===== src/rtl/hvgen_param_if.sv =====
`timescale 1ns/1ps
// Video timing generator bus: mixer-side inputs plus timing and colour outputs.
interface hvgen_param_if #(
    parameter int RGB_W = 15
);
    logic             PCLK_EN;
    logic [RGB_W-1:0] iRGB;
    logic             H240;
    logic [4:0]       HOFFS;
    logic [3:0]       VOFFS;
    logic [8:0]       HPOS;
    logic [8:0]       VPOS;
    logic [RGB_W-1:0] oRGB;
    logic             HBLK;
    logic             VBLK;
    logic             HSYN;
    logic             VSYN;
    logic             LSTART;
    logic             FSTART;

    modport master (
        output PCLK_EN, iRGB, H240, HOFFS, VOFFS,
        input  HPOS, VPOS, oRGB, HBLK, VBLK, HSYN, VSYN, LSTART, FSTART
    );

    modport slave (
        input  PCLK_EN, iRGB, H240, HOFFS, VOFFS,
        output HPOS, VPOS, oRGB, HBLK, VBLK, HSYN, VSYN, LSTART, FSTART
    );
endinterface


===== src/rtl/hvgen_param.sv =====
`timescale 1ns/1ps
// Parametrised H/V video timing generator with per-frame sync offsets and registered RGB pass-through.
module hvgen_param #(
    parameter int RGB_W      = 15,
    parameter int H_TOTAL    = 384,
    parameter int H_ACT_BEG  = 30,
    parameter int H_ACT_END  = 286,
    parameter int H_NARROW   = 8,
    parameter int H_SYNC_BEG = 304,
    parameter int H_SYNC_LEN = 32,
    parameter int H_OFS_STEP = 2,
    parameter int HPOS_OFS   = 16,
    parameter int V_TOTAL    = 264,
    parameter int V_ACT      = 224,
    parameter int V_SYNC_BEG = 234,
    parameter int V_SYNC_LEN = 4,
    parameter int V_OFS_STEP = 4,
    parameter int SYNC_POL   = 0,
    parameter int BLANK_ZERO = 1
) (
    input  logic         CLK,
    input  logic         RESET,
    hvgen_param_if.slave vid
);
    localparam int HW = $clog2(H_TOTAL);
    localparam int VW = $clog2(V_TOTAL);
    localparam logic POL   = 1'(SYNC_POL);
    localparam logic BZERO = (BLANK_ZERO != 0);

    localparam logic signed [10:0] H_BEG_W = 11'(H_ACT_BEG);
    localparam logic signed [10:0] H_END_W = 11'(H_ACT_END);
    localparam logic signed [10:0] H_BEG_N = 11'(H_ACT_BEG + H_NARROW);
    localparam logic signed [10:0] H_END_N = 11'(H_ACT_END - H_NARROW);
    localparam logic signed [10:0] HS_NOM  = 11'(H_SYNC_BEG);
    localparam logic signed [10:0] HS_LEN  = 11'(H_SYNC_LEN);
    localparam logic signed [10:0] HS_STEP = 11'(H_OFS_STEP);
    localparam logic signed [10:0] HS_MIN  = 11'(H_ACT_END);
    localparam logic signed [10:0] HS_MAX  = 11'(H_TOTAL - H_SYNC_LEN);
    localparam logic signed [10:0] V_ACT_L = 11'(V_ACT);
    localparam logic signed [10:0] VS_NOM  = 11'(V_SYNC_BEG);
    localparam logic signed [10:0] VS_LEN  = 11'(V_SYNC_LEN);
    localparam logic signed [10:0] VS_STEP = 11'(V_OFS_STEP);
    localparam logic signed [10:0] VS_MAX  = 11'(V_TOTAL - V_SYNC_LEN);

    function automatic logic signed [10:0] clamp11(input logic signed [10:0] val,
                                                   input logic signed [10:0] lo,
                                                   input logic signed [10:0] hi);
        if (val < lo) return lo;
        if (val > hi) return hi;
        return val;
    endfunction

    logic [HW-1:0]      hcnt, hcnt_n;
    logic [VW-1:0]      vcnt, vcnt_n;
    logic               narrow, narrow_n;
    logic [4:0]         hofs, hofs_n;
    logic [3:0]         vofs, vofs_n;
    logic               line_end, frame_end;
    logic signed [10:0] hofs_x, vofs_x, hs_beg, vs_beg;
    logic signed [10:0] hc, vc, act_beg, act_end;
    logic               hblk_n, vblk_n, hsyn_on, vsyn_on;

    // Every timing output is decoded from the post-increment position, using the
    // window/offsets that will be in force there, so outputs line up with HPOS/VPOS.
    always_comb begin
        line_end  = (hcnt == HW'(H_TOTAL - 1));
        frame_end = line_end && (vcnt == VW'(V_TOTAL - 1));
        hcnt_n    = line_end ? '0 : hcnt + HW'(1);
        vcnt_n    = vcnt;
        if (line_end) vcnt_n = frame_end ? '0 : vcnt + VW'(1);
        narrow_n  = line_end  ? vid.H240  : narrow;
        hofs_n    = frame_end ? vid.HOFFS : hofs;
        vofs_n    = frame_end ? vid.VOFFS : vofs;

        hofs_x = {{6{hofs_n[4]}}, hofs_n};
        vofs_x = {{7{vofs_n[3]}}, vofs_n};
        hs_beg = clamp11(HS_NOM + hofs_x * HS_STEP, HS_MIN, HS_MAX);
        vs_beg = clamp11(VS_NOM + vofs_x * VS_STEP, V_ACT_L, VS_MAX);

        hc      = 11'(hcnt_n);
        vc      = 11'(vcnt_n);
        act_beg = narrow_n ? H_BEG_N : H_BEG_W;
        act_end = narrow_n ? H_END_N : H_END_W;
        hblk_n  = !((hc >= act_beg) && (hc < act_end));
        vblk_n  = (vc >= V_ACT_L);
        hsyn_on = (hc >= hs_beg) && (hc < hs_beg + HS_LEN);
        vsyn_on = (vc >= vs_beg) && (vc < vs_beg + VS_LEN);
    end

    always_ff @(posedge CLK) begin
        if (RESET) begin
            hcnt       <= '0;
            vcnt       <= '0;
            narrow     <= 1'b0;
            hofs       <= '0;
            vofs       <= '0;
            vid.HBLK   <= 1'b1;
            vid.VBLK   <= 1'b0;
            vid.HSYN   <= ~POL;
            vid.VSYN   <= ~POL;
            vid.LSTART <= 1'b0;
            vid.FSTART <= 1'b0;
            vid.oRGB   <= '0;
        end else if (vid.PCLK_EN) begin
            hcnt       <= hcnt_n;
            vcnt       <= vcnt_n;
            narrow     <= narrow_n;
            hofs       <= hofs_n;
            vofs       <= vofs_n;
            vid.HBLK   <= hblk_n;
            vid.VBLK   <= vblk_n;
            vid.HSYN   <= hsyn_on ? POL : ~POL;
            vid.VSYN   <= vsyn_on ? POL : ~POL;
            vid.LSTART <= (hcnt_n == '0);
            vid.FSTART <= (hcnt_n == '0) && (vcnt_n == '0);
            // Current HBLK/VBLK belong to the pixel being sampled now.
            vid.oRGB   <= (BZERO && (vid.HBLK || vid.VBLK)) ? '0 : vid.iRGB;
        end
    end

    assign vid.HPOS = 9'(hcnt) - 9'(HPOS_OFS);
    assign vid.VPOS = 9'(vcnt);
endmodule


===== src/flat_wrapper.sv =====
// flat-port wrapper written by rule: the top's interface ports become plain ports
module hvgen_param_flat 
#(
    parameter int RGB_W      = 15,
    parameter int H_TOTAL    = 384,
    parameter int H_ACT_BEG  = 30,
    parameter int H_ACT_END  = 286,
    parameter int H_NARROW   = 8,
    parameter int H_SYNC_BEG = 304,
    parameter int H_SYNC_LEN = 32,
    parameter int H_OFS_STEP = 2,
    parameter int HPOS_OFS   = 16,
    parameter int V_TOTAL    = 264,
    parameter int V_ACT      = 224,
    parameter int V_SYNC_BEG = 234,
    parameter int V_SYNC_LEN = 4,
    parameter int V_OFS_STEP = 4,
    parameter int SYNC_POL   = 0,
    parameter int BLANK_ZERO = 1
)
  (CLK, RESET, vid_PCLK_EN, vid_iRGB, vid_H240, vid_HOFFS, vid_VOFFS, vid_HPOS, vid_VPOS, vid_oRGB, vid_HBLK, vid_VBLK, vid_HSYN, vid_VSYN, vid_LSTART, vid_FSTART);
  hvgen_param_if #(.RGB_W(RGB_W)) vid_i ();
  input  logic CLK;
  input  logic RESET;
  input wire logic [$bits(vid_i.PCLK_EN)-1:0] vid_PCLK_EN;
  input wire logic [$bits(vid_i.iRGB)-1:0] vid_iRGB;
  input wire logic [$bits(vid_i.H240)-1:0] vid_H240;
  input wire logic [$bits(vid_i.HOFFS)-1:0] vid_HOFFS;
  input wire logic [$bits(vid_i.VOFFS)-1:0] vid_VOFFS;
  output wire logic [$bits(vid_i.HPOS)-1:0] vid_HPOS;
  output wire logic [$bits(vid_i.VPOS)-1:0] vid_VPOS;
  output wire logic [$bits(vid_i.oRGB)-1:0] vid_oRGB;
  output wire logic [$bits(vid_i.HBLK)-1:0] vid_HBLK;
  output wire logic [$bits(vid_i.VBLK)-1:0] vid_VBLK;
  output wire logic [$bits(vid_i.HSYN)-1:0] vid_HSYN;
  output wire logic [$bits(vid_i.VSYN)-1:0] vid_VSYN;
  output wire logic [$bits(vid_i.LSTART)-1:0] vid_LSTART;
  output wire logic [$bits(vid_i.FSTART)-1:0] vid_FSTART;
  assign vid_i.PCLK_EN = vid_PCLK_EN;
  assign vid_i.iRGB = vid_iRGB;
  assign vid_i.H240 = vid_H240;
  assign vid_i.HOFFS = vid_HOFFS;
  assign vid_i.VOFFS = vid_VOFFS;
  assign vid_HPOS = vid_i.HPOS;
  assign vid_VPOS = vid_i.VPOS;
  assign vid_oRGB = vid_i.oRGB;
  assign vid_HBLK = vid_i.HBLK;
  assign vid_VBLK = vid_i.VBLK;
  assign vid_HSYN = vid_i.HSYN;
  assign vid_VSYN = vid_i.VSYN;
  assign vid_LSTART = vid_i.LSTART;
  assign vid_FSTART = vid_i.FSTART;
  hvgen_param #(.RGB_W(RGB_W), .H_TOTAL(H_TOTAL), .H_ACT_BEG(H_ACT_BEG), .H_ACT_END(H_ACT_END), .H_NARROW(H_NARROW), .H_SYNC_BEG(H_SYNC_BEG), .H_SYNC_LEN(H_SYNC_LEN), .H_OFS_STEP(H_OFS_STEP), .HPOS_OFS(HPOS_OFS), .V_TOTAL(V_TOTAL), .V_ACT(V_ACT), .V_SYNC_BEG(V_SYNC_BEG), .V_SYNC_LEN(V_SYNC_LEN), .V_OFS_STEP(V_OFS_STEP), .SYNC_POL(SYNC_POL), .BLANK_ZERO(BLANK_ZERO)) u_core (.CLK(CLK), .RESET(RESET), .vid(vid_i));
endmodule

===== config.mk =====
export PLATFORM = sky130hd
export DESIGN_NAME = hvgen_param_flat
export DESIGN_NICKNAME = d
export VERILOG_FILES = /design/src/rtl/hvgen_param_if.sv /design/src/rtl/hvgen_param.sv /design/src/flat_wrapper.sv
export SDC_FILE = /design/constraint.sdc
export NUM_CORES = 1
export LEC_CHECK = 0
export ABC_AREA = 1
export BUFFER_PORTS_ARGS = -buffer_cell sky130_fd_sc_hd__buf_2
export CAP_MARGIN = 5
export CORE_ASPECT_RATIO = 0.7
export CORE_UTILIZATION = 57
export CTS_CLUSTER_DIAMETER = 40
export DETAILED_ROUTE_END_ITERATION = 10
export GPL_TIMING_DRIVEN = 0
export PLACE_DENSITY_LB_ADDON = 0.25
export SYNTH_ARGS = -nofsm -noshare
export SYNTH_HDL_FRONTEND = slang
export SYNTH_SLANG_ARGS = --single-unit

===== constraint.sdc =====
create_clock -name CLK -period 5 [get_ports CLK]
set_input_delay 0.5 -clock CLK [delete_from_list [all_inputs] [get_ports CLK]]
set_output_delay 0.5 -clock CLK [all_outputs]
set_load 0.02 [all_outputs]

Word-level counts from Yosys, hierarchy flattened
Index checks and enable logic that the tools add are counted.
W data, S select, Z words.
{ "totals": {"mem_bits_rw": 0, "word_cells": 66, "rom_bits": 0, "memories": 0, "latchBits": 0, "inputBits": 28, "out_inout_bits": 39, "register_bits": 49} }
{ "op_classes": {"addsub": 7, "div": 0, "bitwise": 0, "magnitude_cmp": 11, "n_eq_ne": 2, "n_shift": 0, "n_mux": 25, "reduce_logical": 9, "multipliers": 0} }
{ "op_table": {"columns": ["operator", "n"], "rows": [
  ["$mux W11", 8],
  ["$ge A10 B11 Y1", 3],
  ["$lt A10 B11 Y1", 3],
  ["$mux W9", 3],
  ["$gt A11 B10 Y1 const B", 2],
  ["$add A9 B1 Y9 const B", 2],
  ["$eq A9 B9 Y1 const B", 2],
  ["$logic_not A9 Y1", 2],
  ["$mux W15", 1],
  ["$add A10 B6 Y11 const A", 1],
  ["$add A11 B4 Y11 const B", 1],
  ["$add A11 B7 Y11 const B", 1],
  ["$lt A11 B10 Y1 const B", 1],
  ["$lt A11 B9 Y1 const B", 1],
  ["$add A9 B6 Y10 const A", 1],
  ["$ge A9 B8 Y1 const B", 1],
  ["$mux W1", 9],
  ["$sub A9 B5 Y9 const B", 1],
  ["$mux W4", 2],
  ["$mux W6", 1],
  ["$logic_and A1 B1 Y1", 5],
  ["$mux W5", 1],
  ["$logic_not A1 Y1", 1],
  ["$logic_or A1 B1 Y1", 1]
]} }

Longest topological paths before layout
{ "depth": {"ltp_word": 13, "ltp_mapped": 29} }

Worst setup path before layout
No wires, ideal clock.
{ "synth_path": {"path_kind": "reg2reg", "startpoint": "reg u_core.vcnt[0], in the netlist u_core.vid.VPOS[0]", "endpoint": "reg u_core.vid.VSYN", "setup_ns": 0.115, "path_stages_with_launch": 28, "path_slack_ns": 1.279, "arrival_time_ns": 3.606, "required_time_ns": 4.885, "path_cell_list": "dfxtp_1 -> ha_1 -> nand2_2 -> inv_2 -> nand2_1 -> nor2_1 -> nand3_2 -> nand2_1 -> nand2_4 -> ha_1 -> ha_1 -> nor3b_1 -> nand3_1 -> nand3_2 -> nand2_1 -> nand2_1 -> inv_1 -> ha_1 -> nand2_2 -> nand2_1 -> ha_1 -> a21oi_1 -> o21ai_0 -> nand3_1 -> o311a_1 -> nand2_1 -> nand2_1 -> nand2_1"} }
{ "synth_via": {"elab_chain_len": 13, "elab_cells_between_ends": 20, "cone_classes": "add/sub (3); order compare (4); eq/ne (1); mux (10); reduce/logical (2)"} }
{ "synth_rtl": {"columns": ["element", "line_no", "source"], "rows": [
  ["start: declaration", "hvgen_param.sv:54", "logic [VW-1:0] vcnt, vcnt_n;"],
  ["start signal: assignment", "hvgen_param.sv:106", "vcnt <= vcnt_n;"],
  ["$eq A9 B9 Y1 *", "hvgen_param.sv:67", "frame_end = line_end && (vcnt == VW'(V_TOTAL - 1));"],
  ["$logic_and A1 B1 Y1 *", "hvgen_param.sv:67", null],
  ["$mux W4 *", "hvgen_param.sv:73", "vofs_n = frame_end ? vid.VOFFS : vofs;"],
  ["via u_core.vofs_n[1]", "hvgen_param.sv:57", "logic [3:0] vofs, vofs_n;"],
  ["$add A9 B6 Y10 *", "hvgen_param.sv:78", "vs_beg = clamp11(VS_NOM + vofs_x * VS_STEP, V_ACT_L, VS_MAX);"],
  ["$gt A11 B10 Y1", "hvgen_param.sv:49", "if (val > hi) return hi;"],
  ["$mux W1 (2 in series)", "hvgen_param.sv:49", null],
  ["$mux W11", "hvgen_param.sv:50", "return val;"],
  ["$mux W11 *", "hvgen_param.sv:49", null],
  ["$add A11 B4 Y11", "hvgen_param.sv:87", "vsyn_on = (vc >= vs_beg) && (vc < vs_beg + VS_LEN);"],
  ["$lt A10 B11 Y1", "hvgen_param.sv:87", null],
  ["$logic_and A1 B1 Y1 *", "hvgen_param.sv:87", null],
  ["$mux W1 *", "hvgen_param.sv:113", "vid.VSYN <= vsyn_on ? POL : ~POL;"],
  ["end signal: assignment", "hvgen_param.sv:100", "vid.VSYN <= ~POL;"],
  ["end signal: assignment", "hvgen_param.sv:113", null],
  ["end: declaration", "hvgen_param_if.sv:28", "output HPOS, VPOS, oRGB, HBLK, VBLK, HSYN, VSYN, LSTART, FSTART"]
]} }
Mark *: on every way through the listed nets, which the timed path passes. The rest lies on a longest branch. The select of a mux whose other input is x is not followed.
A chain may end at the register's enable or synchronous reset.

Worst setup path after layout
Same ends and word-level chain as after synthesis.

==> impl_results.html <==
<table>
<tr><th>Metric</th><th>Value</th></tr>
<tr><th colspan="2">Run status</th></tr>
<tr><td>Outcome</td><td>finished, final reports clean</td></tr>
<tr><th colspan="2">Place</th></tr>
<tr><td>Pre-CTS worst setup slack</td><td>0.894 ns</td></tr>
<tr><td>Placed Instance Area</td><td>about 4300 sq um</td></tr>
<tr><td>Number of I/O port buffers</td><td>65</td></tr>
<tr><td>Detail Placement HPWL</td><td>slightly above 8000 um</td></tr>
<tr><td>Placer congestion estimate</td><td>about 0.86</td></tr>
<tr><th colspan="2">STA</th></tr>
<tr><td>Hold Violations, Final</td><td>0</td></tr>
<tr><td>Slack of the critical path</td><td>roughly 0.78 ns</td></tr>
<tr><td>Achievable frequency</td><td>0.237 GHz</td></tr>
<tr><td>Min Tclk post-route</td><td>4.22 ns</td></tr>
<tr><td>Unrepaired setup endpoints after global routing</td><td>false</td></tr>
<tr><td>Number of pins exceeding their max-slew limit in the final report</td><td>0</td></tr>
<tr><td>Slew at the pin with the worst max-slew slack</td><td>a little under 0.6 ns</td></tr>
<tr><td>Summed negative setup slack over all endpoints</td><td>0 ns</td></tr>
<tr><td>Final setup violating endpoints</td><td>0</td></tr>
<tr><td>Clock Skews</td><td>approximately 0.018 ns</td></tr>
<tr><td>Worst slew margin relative to its limit</td><td>between 60% and 70%</td></tr>
<tr><td>Final Cycle Share</td><td>a little over four fifths</td></tr>
<tr><th colspan="2">Synthesis</th></tr>
<tr><td>Number of standard cells after synthesis</td><td>580</td></tr>
<tr><td>Biggest area contributors in the synthesized netlist</td><td>sky130_fd_sc_hd__dfxtp_1 (25%), sky130_fd_sc_hd__ha_1 (13%), sky130_fd_sc_hd__nand2_1 (13%), sky130_fd_sc_hd__inv_1 (8.1%), sky130_fd_sc_hd__a21oi_1 (7.0%)</td></tr>
<tr><td>Fraction of synthesized cell area taken by the top area cell type</td><td>25.3%</td></tr>
<tr><td>Post-synth ARST share</td><td>0%</td></tr>
<tr><td>Number of nets in the synthesized netlist</td><td>around 650</td></tr>
<tr><td>Cell taking the most area after synthesis</td><td>sky130_fd_sc_hd__dfxtp_1</td></tr>
<tr><td>Most used standard cell by instance count after synthesis</td><td>sky130_fd_sc_hd__nand2_1</td></tr>
<tr><td>Commonest register cell after synthesis</td><td>sky130_fd_sc_hd__dfxtp_1</td></tr>
<tr><td>EDFF count, synth</td><td>0</td></tr>
<tr><td>Syn Std Cell Area</td><td>3880 sq um</td></tr>
<tr><td>Flops &amp; latches, synth</td><td>49</td></tr>
<tr><td>Count of warnings emitted by yosys</td><td>0</td></tr>
<tr><td>Top cells by instance count after synthesis</td><td>sky130_fd_sc_hd__nand2_1 (133), sky130_fd_sc_hd__inv_1 (84), sky130_fd_sc_hd__a21oi_1 (54), sky130_fd_sc_hd__dfxtp_1 (49), sky130_fd_sc_hd__o21ai_0 (48)</td></tr>
<tr><td>Number of different library cells in the post-synthesis netlist</td><td>40</td></tr>
<tr><td>Seq/Total Area, Yosys</td><td>about a quarter</td></tr>
<tr><td>Post-synthesis area per instance</td><td>approximately 6.7 sq um</td></tr>
<tr><th colspan="2">Worst hold path</th></tr>
<tr><td>Hold worst-path end</td><td>u_core.vid.oRGB[9]</td></tr>
<tr><td>Source of the worst hold timing path</td><td>vid_iRGB[9]</td></tr>
<tr><td>Min-Delay Path Class</td><td>in -&gt; reg</td></tr>
<tr><td>Worst hold path cell count</td><td>3</td></tr>
<tr><th colspan="2">Final layout</th></tr>
<tr><td>Final-layout fill cell count</td><td>just over 600</td></tr>
<tr><td>Share of post-route cells with drive strength above 1</td><td>about 18%</td></tr>
<tr><td>Post-layout instance area</td><td>4420 sq um</td></tr>
<tr><td>Diode insertion count for antenna repair</td><td>0</td></tr>
<tr><td>Number of nets in the layout</td><td>just over 700</td></tr>
<tr><td>Finished Core Util</td><td>69.1%</td></tr>
<tr><td>Post-synthesis to final-layout area growth</td><td>13.8%</td></tr>
<tr><td>Area taken by multi-input logic gates</td><td>between 2000 and 2500 sq um</td></tr>
<tr><td>Area of all sequential standard cells</td><td>around 1000 sq um</td></tr>
<tr><th colspan="2">Worst setup path</th></tr>
<tr><td>Max FO, Critical Path</td><td>6</td></tr>
<tr><td>Critical path capture point type</td><td>register</td></tr>
<tr><td>Cells on worst reg2reg path</td><td>27</td></tr>
<tr><td>Register-to-Register Setup Slack</td><td>approximately 0.78 ns</td></tr>
<tr><td>Critical path data required time</td><td>5.20 ns</td></tr>
<tr><td>Crit start category</td><td>register</td></tr>
<tr><td>Worst EP arrival</td><td>around 4.4 ns</td></tr>
<tr><td>FF-to-FF End</td><td>u_core.vid.VSYN</td></tr>
<tr><td>Launch instance of the worst register-to-register path</td><td>u_core.vid.VPOS[0]</td></tr>
<tr><td>Setup CP Type</td><td>reg -&gt; reg</td></tr>
<tr><th colspan="2">CTS</th></tr>
<tr><td>Num CTS Buffers</td><td>5</td></tr>
<tr><td>Clock sink total</td><td>49</td></tr>
<tr><td>CTS tree</td><td>built</td></tr>
<tr><td>Hold buffers post-CTS</td><td>0</td></tr>
<tr><td>Post-cts gate resize count</td><td>0</td></tr>
<tr><td>Clock slew at reported path FFs</td><td>approximately 0.10 ns</td></tr>
<tr><td>Clock latency on the worst-skew pair</td><td>around 0.31 ns</td></tr>
<tr><td>Clock root buffer</td><td>sky130_fd_sc_hd__clkbuf_8</td></tr>
<tr><td>Maximum clock insertion buffer count</td><td>2</td></tr>
<tr><td>H-tree levels</td><td>2</td></tr>
<tr><td>Post-CTS Setup Inserts</td><td>0</td></tr>
<tr><th colspan="2">Pwr</th></tr>
<tr><td>Leakage</td><td>around 2.4 nW</td></tr>
<tr><td>Design internal power</td><td>about 0.62 mW</td></tr>
<tr><td>Sequential cell fraction of total power</td><td>between 40 and 50%</td></tr>
<tr><td>Part of the total power dissipated in combinational logic</td><td>between 20% and 30%</td></tr>
<tr><td>VDD IR-drop max</td><td>0.122 mV</td></tr>
<tr><td>Net switching power</td><td>0.342 mW</td></tr>
<tr><td>Proportion of total power due to net switching</td><td>35.4%</td></tr>
<tr><td>Overall power</td><td>slightly below 1 mW</td></tr>
<tr><td>Cell area power density</td><td>~220 nW/um^2</td></tr>
<tr><td>Share of total power in the clock network</td><td>around a quarter</td></tr>
<tr><th colspan="2">Job</th></tr>
<tr><td>Max Cap Violations</td><td>0</td></tr>
<tr><th colspan="2">Floorplanning</th></tr>
<tr><td>Die Wd</td><td>about 100 um</td></tr>
<tr><td># IOs</td><td>67</td></tr>
<tr><td>Starting density of the core</td><td>slightly above 60%</td></tr>
<tr><td>Full die area</td><td>between 7000 and 8000 sq um</td></tr>
<tr><td>Number of rows in the core area</td><td>24</td></tr>
<tr><td>Height of the die</td><td>between 70 and 80 um</td></tr>
<tr><td>Core ar.</td><td>between 6000 and 7000 sq um</td></tr>
<tr><th colspan="2">GRT</th></tr>
<tr><td>Global route overflow</td><td>0</td></tr>
<tr><td>Initial antenna violation count</td><td>0</td></tr>
<tr><td>Maximum number of pins on one net before global-route repair</td><td>16</td></tr>
<tr><td>GRT Util Overall</td><td>30.1%</td></tr>
<tr><td>Vias in the first global route</td><td>3,685</td></tr>
<tr><td>First-pass GRT wire length</td><td>between 15,000 and 20,000 um</td></tr>
<tr><th colspan="2">Route</th></tr>
<tr><td>Number of violations reported at the end of detailed-routing iteration 0</td><td>between 300 and 400</td></tr>
<tr><td>Number of iterations in the first detailed-routing pass</td><td>5</td></tr>
<tr><td>Via count normalized by instance count</td><td>about 5.5</td></tr>
<tr><td>DRT Wirelength</td><td>10,300 um</td></tr>
<tr><td>Antenna violation net count after detailed routing</td><td>0</td></tr>
<tr><td>Routed wire length per instance</td><td>around 14 um</td></tr>
<tr><td>Drt drc</td><td>0</td></tr>
<tr><td>Routed via count</td><td>between 4,000 and 5,000</td></tr>
</table>
==> layer usage <==
metal / share of wire (%) / GRT usage [%] / vias to the layer above
met5: 0 / 0 / -
met4: 0.70 / 5.48 / 0
met3: 8.9 / 5.73 / 10
met2: 43 / 47.6 / 173
met1: 47 / 42.9 / 1850
li1: - / - / 2036
==> critical path: stages (launching register included) <==
cell                      delay, ns
sky130_fd_sc_hd__dfxtp_1       0.44
sky130_fd_sc_hd__ha_1          0.31
sky130_fd_sc_hd__nand2_2       0.12
sky130_fd_sc_hd__inv_2         0.08
sky130_fd_sc_hd__nand2_1       0.05
sky130_fd_sc_hd__nor2_1        0.20
sky130_fd_sc_hd__nand3_2       0.17
sky130_fd_sc_hd__nand2_1       0.11
sky130_fd_sc_hd__nand2_2       0.10
sky130_fd_sc_hd__ha_1          0.22
sky130_fd_sc_hd__ha_1          0.30
sky130_fd_sc_hd__nor3b_1       0.24
sky130_fd_sc_hd__nand3_1       0.14
sky130_fd_sc_hd__nand3_2       0.14
sky130_fd_sc_hd__nand2_1       0.07
sky130_fd_sc_hd__nand2_1       0.09
sky130_fd_sc_hd__inv_1         0.08
sky130_fd_sc_hd__ha_1          0.20
sky130_fd_sc_hd__nand2_2       0.08
sky130_fd_sc_hd__nand2_1       0.05
sky130_fd_sc_hd__ha_1          0.30
sky130_fd_sc_hd__a21oi_1       0.14
sky130_fd_sc_hd__o21ai_0       0.11
sky130_fd_sc_hd__nand3_1       0.08
sky130_fd_sc_hd__o311a_1       0.15
sky130_fd_sc_hd__nand2_1       0.05
sky130_fd_sc_hd__nand2_1       0.05
sky130_fd_sc_hd__nand2_1       0.05
==> placed cells by master (no fill, tap or decap), types with 2 or more instances in the layout <==
cell / instances
sky130_fd_sc_hd__nand2_4: 3
sky130_fd_sc_hd__nand3_1: 35
sky130_fd_sc_hd__nor3_2: 2
sky130_fd_sc_hd__nand4_4: 2
sky130_fd_sc_hd__clkbuf_1: 15
sky130_fd_sc_hd__nand2_1: 133
sky130_fd_sc_hd__dfxtp_1: 49
sky130_fd_sc_hd__nand4_1: 8
sky130_fd_sc_hd__nand3_2: 4
sky130_fd_sc_hd__buf_4: 5
sky130_fd_sc_hd__clkbuf_8: 6
sky130_fd_sc_hd__buf_2: 66
sky130_fd_sc_hd__inv_1: 84
sky130_fd_sc_hd__ha_1: 41
sky130_fd_sc_hd__o21ai_2: 2
sky130_fd_sc_hd__o21ai_1: 2
sky130_fd_sc_hd__nor2_1: 39
sky130_fd_sc_hd__a21boi_0: 2
sky130_fd_sc_hd__inv_2: 5
sky130_fd_sc_hd__nand3_4: 2
sky130_fd_sc_hd__a21oi_1: 54
sky130_fd_sc_hd__nand2_2: 9
sky130_fd_sc_hd__nor3b_1: 2
sky130_fd_sc_hd__nor2_2: 2
sky130_fd_sc_hd__xor2_1: 5
sky130_fd_sc_hd__nor2_4: 4
sky130_fd_sc_hd__o21ai_0: 48
sky130_fd_sc_hd__nor3_1: 4
sky130_fd_sc_hd__o211ai_1: 6
==> registers in the layout, indices dropped and copies added, names as in the netlist <==
register,cells
u_core.vid.VPOS,9
u_core.vid.HSYN,1
u_core.hofs,5
u_core.vid.oRGB,15
u_core.hcnt,9
u_core.vid.HBLK,1
u_core.narrow,1
u_core.vid.VBLK,1
u_core.vid.VSYN,1
u_core.vid.FSTART,1
u_core.vid.LSTART,1
u_core.vofs,4
==> power by group through the flow <==
stage | registers, mW | logic, mW | clock network, mW
floorplan | 0.456 | 0.179 | 0
global placement | 0.443 | 0.262 | 0
detailed placement | 0.444 | 0.274 | 0
CTS | 0.435 | 0.275 | 0.255
global route | 0.439 | 0.312 | 0.273
finish | 0.436 | 0.278 | 0.252
==> metrics by stage <==
stage          instances  hold slack, ns
2_1_floorplan        580           0.449
3_3_place_gp         736           0.446
3_5_place_dp         736           0.456
4_1_cts              744           0.428
5_1_grt              744           0.429
6_report             744           0.436
==> cells by family (layout without fill, tap and decap cells) <==
family,count (synthesis),count (layout),share of synthesized area [%]
adders and majority gates,41,41,13.2
xor gates and xnor gates,5,5,1.13
DFF,49,49,25.3
and+or+nand+nor,251,251,31.6
buffers and inverters,112,185,11.5
AOI/OAI and AO/OA,122,122,17.3
==> final cells by class <==
class | count | share of cell area, %
flip-flops and latches | 49 | 22.2
clock buffers | 6 | 1.87
multi-input cells | 419 | 55.5
inverters | 89 | 7.56
clock inverters | 2 | 0.311
repair buffers | 65 | 7.36
plain buffers | 23 | 2.58
well taps | 91 | 2.58
==> how the worst max path moves through the flow <==
stage                                   from  slack (ns)              end
after floorplan           u_core.vid.VPOS[0]        1.28  u_core.vid.VSYN
after global placement    u_core.vid.VPOS[0]        1.00  u_core.vid.VSYN
after detailed placement  u_core.vid.VPOS[0]        0.89  u_core.vid.VSYN
after CTS                 u_core.vid.VPOS[0]        0.82  u_core.vid.VSYN
after global routing      u_core.vid.VPOS[0]        0.36  u_core.vid.VSYN
final                     u_core.vid.VPOS[0]        0.78  u_core.vid.VSYN
Power figures use the tool's default switching activity.
